`src/rtl/red_pitaya_spi_responder.sv`:
```
// SPI responder for the 16-bit {R/W, ADR[6:0]} + data config frame. It keeps an 8-bit register file,
// pulses a strobe on each committed write and returns register data on reads. All SPI pins are oversampled in clk_i.
module red_pitaya_spi_responder #(
    parameter int NREG     = 8,
    parameter bit CLK_IDLE = 1'b1
) (
    input  logic                clk_i,
    input  logic                rstn_i,
    input  logic                spi_cs_i,
    input  logic                spi_clk_i,
    input  logic                spi_mosi_i,
    output logic                spi_miso_o,
    output logic                spi_miso_t,
    output logic [NREG*8-1:0]   reg_o,
    output logic                wr_o,
    output logic [6:0]          wr_adr_o,
    output logic [7:0]          wr_dat_o,
    output logic [15:0]         frm_cnt_o,
    output logic [15:0]         err_cnt_o
);

    localparam logic [1:0] ST_IDLE  = 2'd0;
    localparam logic [1:0] ST_SHIFT = 2'd1;
    localparam logic [1:0] ST_END   = 2'd2;
    localparam logic [7:0] NREG_W   = 8'(NREG);

    function automatic logic adr_in_range(input logic [6:0] adr);
        return ({1'b0, adr} < NREG_W);
    endfunction

    logic [2:0]          cs_sync_r;
    logic [2:0]          sclk_sync_r;
    logic [1:0]          mosi_sync_r;
    logic [1:0]          state_r;
    logic [4:0]          bit_cnt_r;
    logic [15:0]         sh_r;
    logic [7:0]          tx_r;
    logic                cs_fall_pend_r;
    logic                miso_r;
    logic                miso_t_r;
    logic [NREG*8-1:0]   reg_r;
    logic                wr_r;
    logic [6:0]          wr_adr_r;
    logic [7:0]          wr_dat_r;
    logic [15:0]         frm_cnt_r;
    logic [15:0]         err_cnt_r;

    logic                cs_fall_s;
    logic                cs_rise_s;
    logic                sclk_rise_s;
    logic                sclk_fall_s;
    logic                mosi_s;
    logic                hdr_rw_s;
    logic [6:0]          hdr_adr_s;
    logic [7:0]          rd_byte_s;

    // Two-stage synchronisers plus one history stage; SCLK resets to its idle level so no false edge follows reset.
    // CS resets low so a frame already in flight at reset release produces no falling edge and is discarded.
    always_ff @(posedge clk_i) begin
        if (!rstn_i) begin
            cs_sync_r   <= 3'b000;
            sclk_sync_r <= {3{CLK_IDLE}};
            mosi_sync_r <= 2'b00;
        end else begin
            cs_sync_r   <= {cs_sync_r[1:0], spi_cs_i};
            sclk_sync_r <= {sclk_sync_r[1:0], spi_clk_i};
            mosi_sync_r <= {mosi_sync_r[0], spi_mosi_i};
        end
    end

    assign cs_fall_s   = cs_sync_r[2] & ~cs_sync_r[1];
    assign cs_rise_s   = ~cs_sync_r[2] & cs_sync_r[1];
    assign sclk_rise_s = ~sclk_sync_r[2] & sclk_sync_r[1];
    assign sclk_fall_s = sclk_sync_r[2] & ~sclk_sync_r[1];
    assign mosi_s      = mosi_sync_r[1];

    // Header as it will look after the 8th rising edge: shift register plus the bit being sampled now.
    assign hdr_rw_s  = sh_r[6];
    assign hdr_adr_s = {sh_r[5:0], mosi_s};

    // Read mux; out-of-range addresses match no register and return zero.
    always_comb begin
        rd_byte_s = 8'h00;
        for (int k = 0; k < NREG; k++) begin
            rd_byte_s = rd_byte_s | ((hdr_adr_s == 7'(k)) ? reg_r[k*8 +: 8] : 8'h00);
        end
    end

    // Frame FSM, read shifter, register file and counters.
    always_ff @(posedge clk_i) begin
        if (!rstn_i) begin
            state_r        <= ST_IDLE;
            bit_cnt_r      <= 5'd0;
            sh_r           <= 16'h0000;
            tx_r           <= 8'h00;
            cs_fall_pend_r <= 1'b0;
            miso_r         <= 1'b0;
            miso_t_r       <= 1'b1;
            reg_r          <= '0;
            wr_r           <= 1'b0;
            wr_adr_r       <= 7'h00;
            wr_dat_r       <= 8'h00;
            frm_cnt_r      <= 16'h0000;
            err_cnt_r      <= 16'h0000;
        end else begin
            wr_r <= 1'b0;
            case (state_r)
                ST_IDLE: begin
                    cs_fall_pend_r <= 1'b0;
                    if (cs_fall_s || cs_fall_pend_r) begin
                        bit_cnt_r <= 5'd0;
                        sh_r      <= 16'h0000;
                        state_r   <= ST_SHIFT;
                    end
                end
                ST_SHIFT: begin
                    // CS rising takes priority over any SCLK edge seen in the same cycle.
                    if (cs_rise_s) begin
                        state_r <= ST_END;
                    end else if (sclk_rise_s) begin
                        sh_r <= {sh_r[14:0], mosi_s};
                        if (bit_cnt_r != 5'd17) begin
                            bit_cnt_r <= bit_cnt_r + 5'd1;
                        end
                        if (bit_cnt_r == 5'd7) begin
                            if (hdr_rw_s) begin
                                tx_r     <= rd_byte_s;
                                miso_t_r <= 1'b0;
                            end else begin
                                tx_r <= 8'h00;
                            end
                        end
                    end else if (sclk_fall_s && (bit_cnt_r >= 5'd8) && (bit_cnt_r <= 5'd15)) begin
                        miso_r <= tx_r[7];
                        tx_r   <= {tx_r[6:0], 1'b0};
                    end
                end
                ST_END: begin
                    miso_t_r       <= 1'b1;
                    state_r        <= ST_IDLE;
                    cs_fall_pend_r <= cs_fall_s;
                    // A complete frame leaves the header in sh_r[15:8] and the data byte in sh_r[7:0].
                    if ((bit_cnt_r == 5'd16) && sh_r[15]) begin
                        frm_cnt_r <= frm_cnt_r + 16'd1;
                    end else if ((bit_cnt_r == 5'd16) && adr_in_range(sh_r[14:8])) begin
                        for (int k = 0; k < NREG; k++) begin
                            if (sh_r[14:8] == 7'(k)) begin
                                reg_r[k*8 +: 8] <= sh_r[7:0];
                            end
                        end
                        wr_r      <= 1'b1;
                        wr_adr_r  <= sh_r[14:8];
                        wr_dat_r  <= sh_r[7:0];
                        frm_cnt_r <= frm_cnt_r + 16'd1;
                    end else begin
                        err_cnt_r <= err_cnt_r + 16'd1;
                    end
                end
                default: begin
                    state_r <= ST_IDLE;
                end
            endcase
        end
    end

    assign spi_miso_o = miso_r;
    assign spi_miso_t = miso_t_r;
    assign reg_o      = reg_r;
    assign wr_o       = wr_r;
    assign wr_adr_o   = wr_adr_r;
    assign wr_dat_o   = wr_dat_r;
    assign frm_cnt_o  = frm_cnt_r;
    assign err_cnt_o  = err_cnt_r;

endmodule

```
`config.mk`:
```
export PLATFORM = sky130hd
export DESIGN_NAME = red_pitaya_spi_responder
export DESIGN_NICKNAME = d
export VERILOG_FILES = /design/src/rtl/red_pitaya_spi_responder.sv
export SDC_FILE = /design/constraint.sdc
export NUM_CORES = 1
export LEC_CHECK = 0
export ABC_AREA = 1
export CAP_MARGIN = 0
export CORE_MARGIN = 1
export CORE_UTILIZATION = 53
export DETAILED_ROUTE_END_ITERATION = 10
export PLACE_DENSITY = 0.8
export SKIP_LAST_GASP = 1
export SYNTH_ARGS = -nofsm -noshare
export SYNTH_HDL_FRONTEND = slang
export SYNTH_SLANG_ARGS = --single-unit
export TNS_END_PERCENT = 5
```
`constraint.sdc`:
```
create_clock -name clk_i -period 2.2 [get_ports clk_i]
set_input_delay 0.33 -clock clk_i [delete_from_list [all_inputs] [get_ports clk_i]]
set_output_delay 0.33 -clock clk_i [all_outputs]
set_load 0.02 [all_outputs]
```
**Yosys cells after proc, flatten, opt, wreduce, memory -nomap -nowiden**

Cells that the tools add are included.

- Bits in registers: 154
- Word-level logic and storage cells: 141
- Output and inout bits: 114
- Bits of input ports: 5

- Magnitude comparators: 3
- Add/sub/neg operators: 3
- Bitwise operators: 21
- Multiplexer cells: 33
- Reductions and logical operators: 31
- Equal/unequal tests: 27

Operators with widths:

| cell | number |
|---|---|
| 8-bit 2-to-1 mux | 12 |
| 16-bit 2-to-1 mux | 5 |
| 7-bit by 3-bit equality test with 1-bit output, second input constant | 8 |
| 8-bit bitwise OR | 7 |
| 4-bit AND reduction | 11 |
| 16-bit by 1-bit adder with 16-bit output, second input constant | 2 |
| 16-bit case mux with 2 select lines | 1 |
| 7-bit by 2-bit equality test with 1-bit output, second input constant | 4 |
| 5-bit 2-to-1 mux | 4 |
| 7-bit by 1-bit equality test with 1-bit output, second input constant | 2 |
| 7-bit logical NOT | 2 |
| 2-bit inequality test, second input constant | 7 |
| 1-bit NOT | 10 |
| 5-bit case mux with 2 select lines | 1 |
| 5-bit AND reduction | 2 |
| 2-bit nonzero test | 5 |
| 7-bit by 4-bit less-than comparator with 1-bit output, second input constant | 1 |
| 3-bit AND reduction | 2 |
| 5-bit by 1-bit adder with 5-bit output, second input constant | 1 |
| 5-bit by 3-bit equality test with 1-bit output, second input constant | 1 |
| 5-bit equality test, second input constant | 1 |
| 5-bit by 4-bit >= comparator with 1-bit output, second input constant | 1 |
| 5-bit by 4-bit less-or-equal comparator with 1-bit output, second input constant | 1 |
| 1-bit 2-to-1 mux | 5 |
| other kinds (13) | 22 |

**Depth between registers and ports, before layout**

- Word-level depth: 12
- Gate-level depth with buffers: 13
- Gate-level depth less buffers: 12

**Least setup slack after synthesis**

Ideal clock, no wire load.

- Kind: register -> register
- Start point: register bit_cnt_r[0]
- End point: register tx_r[5]
- Setup time: 0.117 ns
- Path buffers: 1
- Period minus slack after synthesis: 1.646 ns
- Data required time: 2.083 ns
- Arrival time: 1.529 ns
- Slack: 0.554 ns
- Cell stages (with the launch flop): 14
- Cells stage by stage: dfxtp_1 -> ha_1 -> nand2_1 -> nor2_1 -> ha_1 -> nor2_1 -> nand2_1 -> nand3_1 -> nand2_1 -> nand2_1 -> buf_2 -> nand2_1 -> nand2_1 -> a21oi_1

- Cells in the longest elaborated chain, start to end: 5
- Elaborated cells between the ends (all ways): 8
- Those cells by class: order compare: 2; eq/ne: 2; reduce/logical: 4

RTL lines:

| item | RTL line | text |
|---|---|---|
| start: declaration | 35 | `logic [4:0] bit_cnt_r;` |
| start signal: assignment | 123 | `bit_cnt_r <= bit_cnt_r + 5'd1;` |
| 5-bit by 4-bit >= comparator with 1-bit output | 133 | `end else if (sclk_fall_s && (bit_cnt_r >= 5'd8) && (bit_cnt_r <= 5'd15)) begin` |
| 1-bit logical AND (2 in series) | 133 |  |
| 2-bit nonzero test (no line) | -- |  |
| 4-bit AND reduction (no line) (*) | -- |  |
| end signal: assignment | 127 | `tx_r <= rd_byte_s;` |
| end signal: assignment | 135 | `tx_r <= {tx_r[6:0], 1'b0};` |
| end: declaration | 37 | `logic [7:0] tx_r;` |

Mark *: on every way between the ends. The rest lies on a longest branch, timed or not.
A chain may end at the register's enable or synchronous reset.

**Worst setup path in the final report**

- Start point: register bit_cnt_r[0]
- End point: register frm_cnt_r[6], in the netlist frm_cnt_o[6]

- Cells in the longest elaborated chain, start to end: 4
- Elaborated cells between the ends (all ways): 6
- Those cells by class: eq/ne: 1; mux: 1; reduce/logical: 4

RTL lines:

| item | RTL line | text |
|---|---|---|
| 5-bit equality test (*) | 143, 145 |  |
| 1-bit logical AND (on tied branches) | 143, 145 |  |
| 2-bit nonzero test (no line) | -- |  |
| 2-bit AND reduction (no line) | -- |  |
| end signal: assignment | 144 | `frm_cnt_r <= frm_cnt_r + 16'd1;` |
| end signal: assignment | 154 | `frm_cnt_r <= frm_cnt_r + 16'd1;` |
| end: declaration | 45 | `logic [15:0] frm_cnt_r;` |

Marks and branches as above.

==> impl_metrics.ini <==
[status]
run_status = completed

[floorplan]
die_area_mm2 = 0.0137
initial_standard_cell_utilization_of_the_core_pct = 54.8
chipWidth_um = 117
core-area_mm2 = 0.0128
io-pin-count = 119
std_cell_rows = 41
die-height_um = 117

[cts]
cts_root_buffer = sky130_fd_sc_hd__clkbuf_16
cts.htree.levels = 4
cts-hold-fix-buffers = 0
path_clk_slew_ps = 60
clkSinkCount = 154
cts.path.max_buffers = 2
postCtsSetupRepairBufs = 0
cts-buffers-inserted = 17
insertion_delay_ps = 420
tritoncts = built
post_cts_resized = 0

[critical_path]
timing.critical_path.required_ps = 2550
critical_path.endpoint_type = flop
critPathKind = flop to flop
path_max_fanout = 12
start_kind = flop
critical_path_arrival_ps = 2300

[place]
detailed_place_hpwl_um = 13200
post-place-ws_ps = 319
postPlaceCellArea_mm2 = 0.00846
dp_cells = 1272
place.port_buffers = 118
routabilityCongestion = 0.937

[finish]
stdcell_area_mm2 = 0.00905
nNetsFinal = 1130
n_antenna_cell = 0
synthToLayoutAreaGrowth_pct = 29.2
fin_util_pct = 70.8
fin_cells = 1304
layout-drive-gt1-share_pct = 7.42

[logic_synthesis]
combinational_family_with_the_most_area_after_synthesis = simple AND/OR/NAND/NOR gates
post_synth.cell_area_avg_um2 = 7.03
post_synth_fa_ha_maj_area_fraction_pct = 1.07
synthMuxAreaShare_pct = 0
synth_area_in_compound_gates_pct = 13.3
synthSimpleGateAreaFrac_pct = 32.5
netlist_instances = 997
netlist_area_mm2 = 0.00700
async_flop_share_pct = 0
post_synth_xor_area_fraction_pct = 1.25
yosysWarningCount = 0
ys_seq_area_share_pct = 44.0
syn_nets = 1008
synthDistinctLibCells = 36
synth-main-ff-cell = sky130_fd_sc_hd__dfxtp_1
edff_count_synth = 0
synth_seq_cells = 154

[power_and_ir_drop]
fin_total_pwr_mw = 5.81
static-leakage-power_nw = 3.50
vdd_drop_max_mv = 0.409
p_per_area_mw_per_mm2 = 642

[sta]
post-route-min-period_ps = 1950
final.hold.worst_slack_ps = 266
drv_slew = 0
tightest_slew_ps = 631
hold_viol = 0
fin_crit_sh_pct = 88.5
max_freq_mhz = 514
layout_setup_ws_ps = 254
setup_viol_count_final = 0
grt_setup_unrepaired = no
timing.max_slew.rel_slack_pct = 57.9
final.setup_skew_ps = 5.44
setup-tns-final_ps = 0

[run]
max-cap-violations = 0

[drt]
detailroute.via_count = 7003
drt_first_pass_iters = 5
number_of_remaining_drc_errors = 0
detail_route.wirelength_um = 19000
post_drt_wl_per_cell_um = 14.6
drt-vias-per-instance = 5.37
initialDrtViolationCount = 683
antenna_left = 0

[worst_hold_path]
hold_path.class = input pin to flop

[global_routing]
global_route_wire_length_before_repair_um = 30300
grt_start_max_net_pins = 51
vias_in_the_first_global_route = 6126
grt_util_all_layers_pct = 28.8
antenna_found_initial = 0
grt.overflow.total = 0
layout make-up:
| class | instances | area [µm²] |
|---|---|---|
| fill | 1046 | 3720 |
| timing repair buffer | 149 | 1430 |
| clock inverter | 7 | 87.6 |
| tap | 172 | 215 |
| inverter | 94 | 354 |
| sequential | 154 | 3080 |
| clock buffer | 25 | 505 |
| multi-input combinational | 703 | 3370 |
critical path, stage by stage, from the launching register on:
cell	delay (ps)
sky130_fd_sc_hd__dfxtp_1	380
sky130_fd_sc_hd__inv_1	90
sky130_fd_sc_hd__ha_1	190
sky130_fd_sc_hd__nand3_1	170
sky130_fd_sc_hd__inv_2	130
sky130_fd_sc_hd__nand3_2	230
sky130_fd_sc_hd__clkinv_1	290
sky130_fd_sc_hd__nand2_1	140
sky130_fd_sc_hd__o21ai_0	80
sky130_fd_sc_hd__a21oi_1	160
logic make-up after synthesis:
logic type               Yosys count
AND/OR/NAND/NOR                  518
AO/OA/AOI/OAI                    169
flip-flops                       154
buffers and inverters            140
XOR/XNOR                          10
adder cells (fa/ha/maj)            6
registers in the layout, summed over array words and instances (netlist names), 5 cells and up:
register,cells
reg_o,64
err_cnt_o,16
wr_dat_o,8
sh_r,16
frm_cnt_o,16
wr_adr_o,7
bit_cnt_r,5
tx_r,8
worst paths after layout:
kind / slack (ps) / end / from / cells past startpoint
worst min register to register: 410 / sclk_sync_r[1] / sclk_sync_r[0] / 1
worst max-delay path: 250 / frm_cnt_o[6] / bit_cnt_r[0] / 9
worst max register to register: 250 / frm_cnt_o[6] / bit_cnt_r[0] / 9
worst min-delay path: 270 / frm_cnt_o[11] / rstn_i / 3
report_power, final:
group / switching (mW) / internal [mW] / leakage [nW]
combinational: 0.0744 / 0.0291 / 1.97
sequential: 0.00417 / 2.80 / 1.24
clock: 1.10 / 1.81 / 0.293
total: 1.17 / 4.64 / 3.50
Yosys cell counts, drive strengths merged (2+ instances only):
| cell type | count | share of area (%) |
|---|---|---|
| or2 | 3 | 0.27 |
| nor3 | 23 | 2.3 |
| nor2 | 122 | 6.7 |
| nand2 | 227 | 12 |
| ha | 6 | 1.1 |
| a211oi | 7 | 0.75 |
| nand4 | 10 | 1.2 |
| xnor2 | 3 | 0.38 |
| a31oi | 2 | 0.18 |
| nor3b | 3 | 0.32 |
| nand3 | 126 | 9.1 |
| dfxtp | 154 | 44 |
| clkbuf | 27 | 1.4 |
| clkinv | 3 | 0.18 |
| o21a | 25 | 2.7 |
| buf | 19 | 1.4 |
| o21ai | 24 | 1.7 |
| a21oi | 110 | 7.9 |
| inv | 91 | 4.9 |
| xor2 | 7 | 0.88 |
per-layer routing:
metal,routed length [µm],vias to the layer above,share of wire [%],track usage [%]
li1,-,3502,-,-
met1,8270,3157,43,37.6
met2,8760,294,46,45.8
met3,1450,50,7.6,6.33
met4,539,0,2.8,13.2
met5,0,-,0,0
layout by cell type, fill, tap and decap left out, drive strengths merged:
cell,Yosys,final
a211oi,7,7
a21oi,110,110
a31oi,2,2
and2,1,1
and3,1,1
buf,19,32
bufinv,0,2
clkbuf,27,25
clkdlybuf4s50,0,117
clkinv,3,7
clkinvlp,0,1
dfxtp,154,154
ha,6,6
inv,91,91
nand2,227,227
nand3,126,126
nand3b,1,1
nand4,10,10
nor2,122,122
nor3,23,23
nor3b,3,3
nor4,1,1
o21a,25,25
o21ai,24,24
o21bai,1,1
or2,3,3
xnor2,3,3
xor2,7,7
Power figures use the tool's default switching activity.
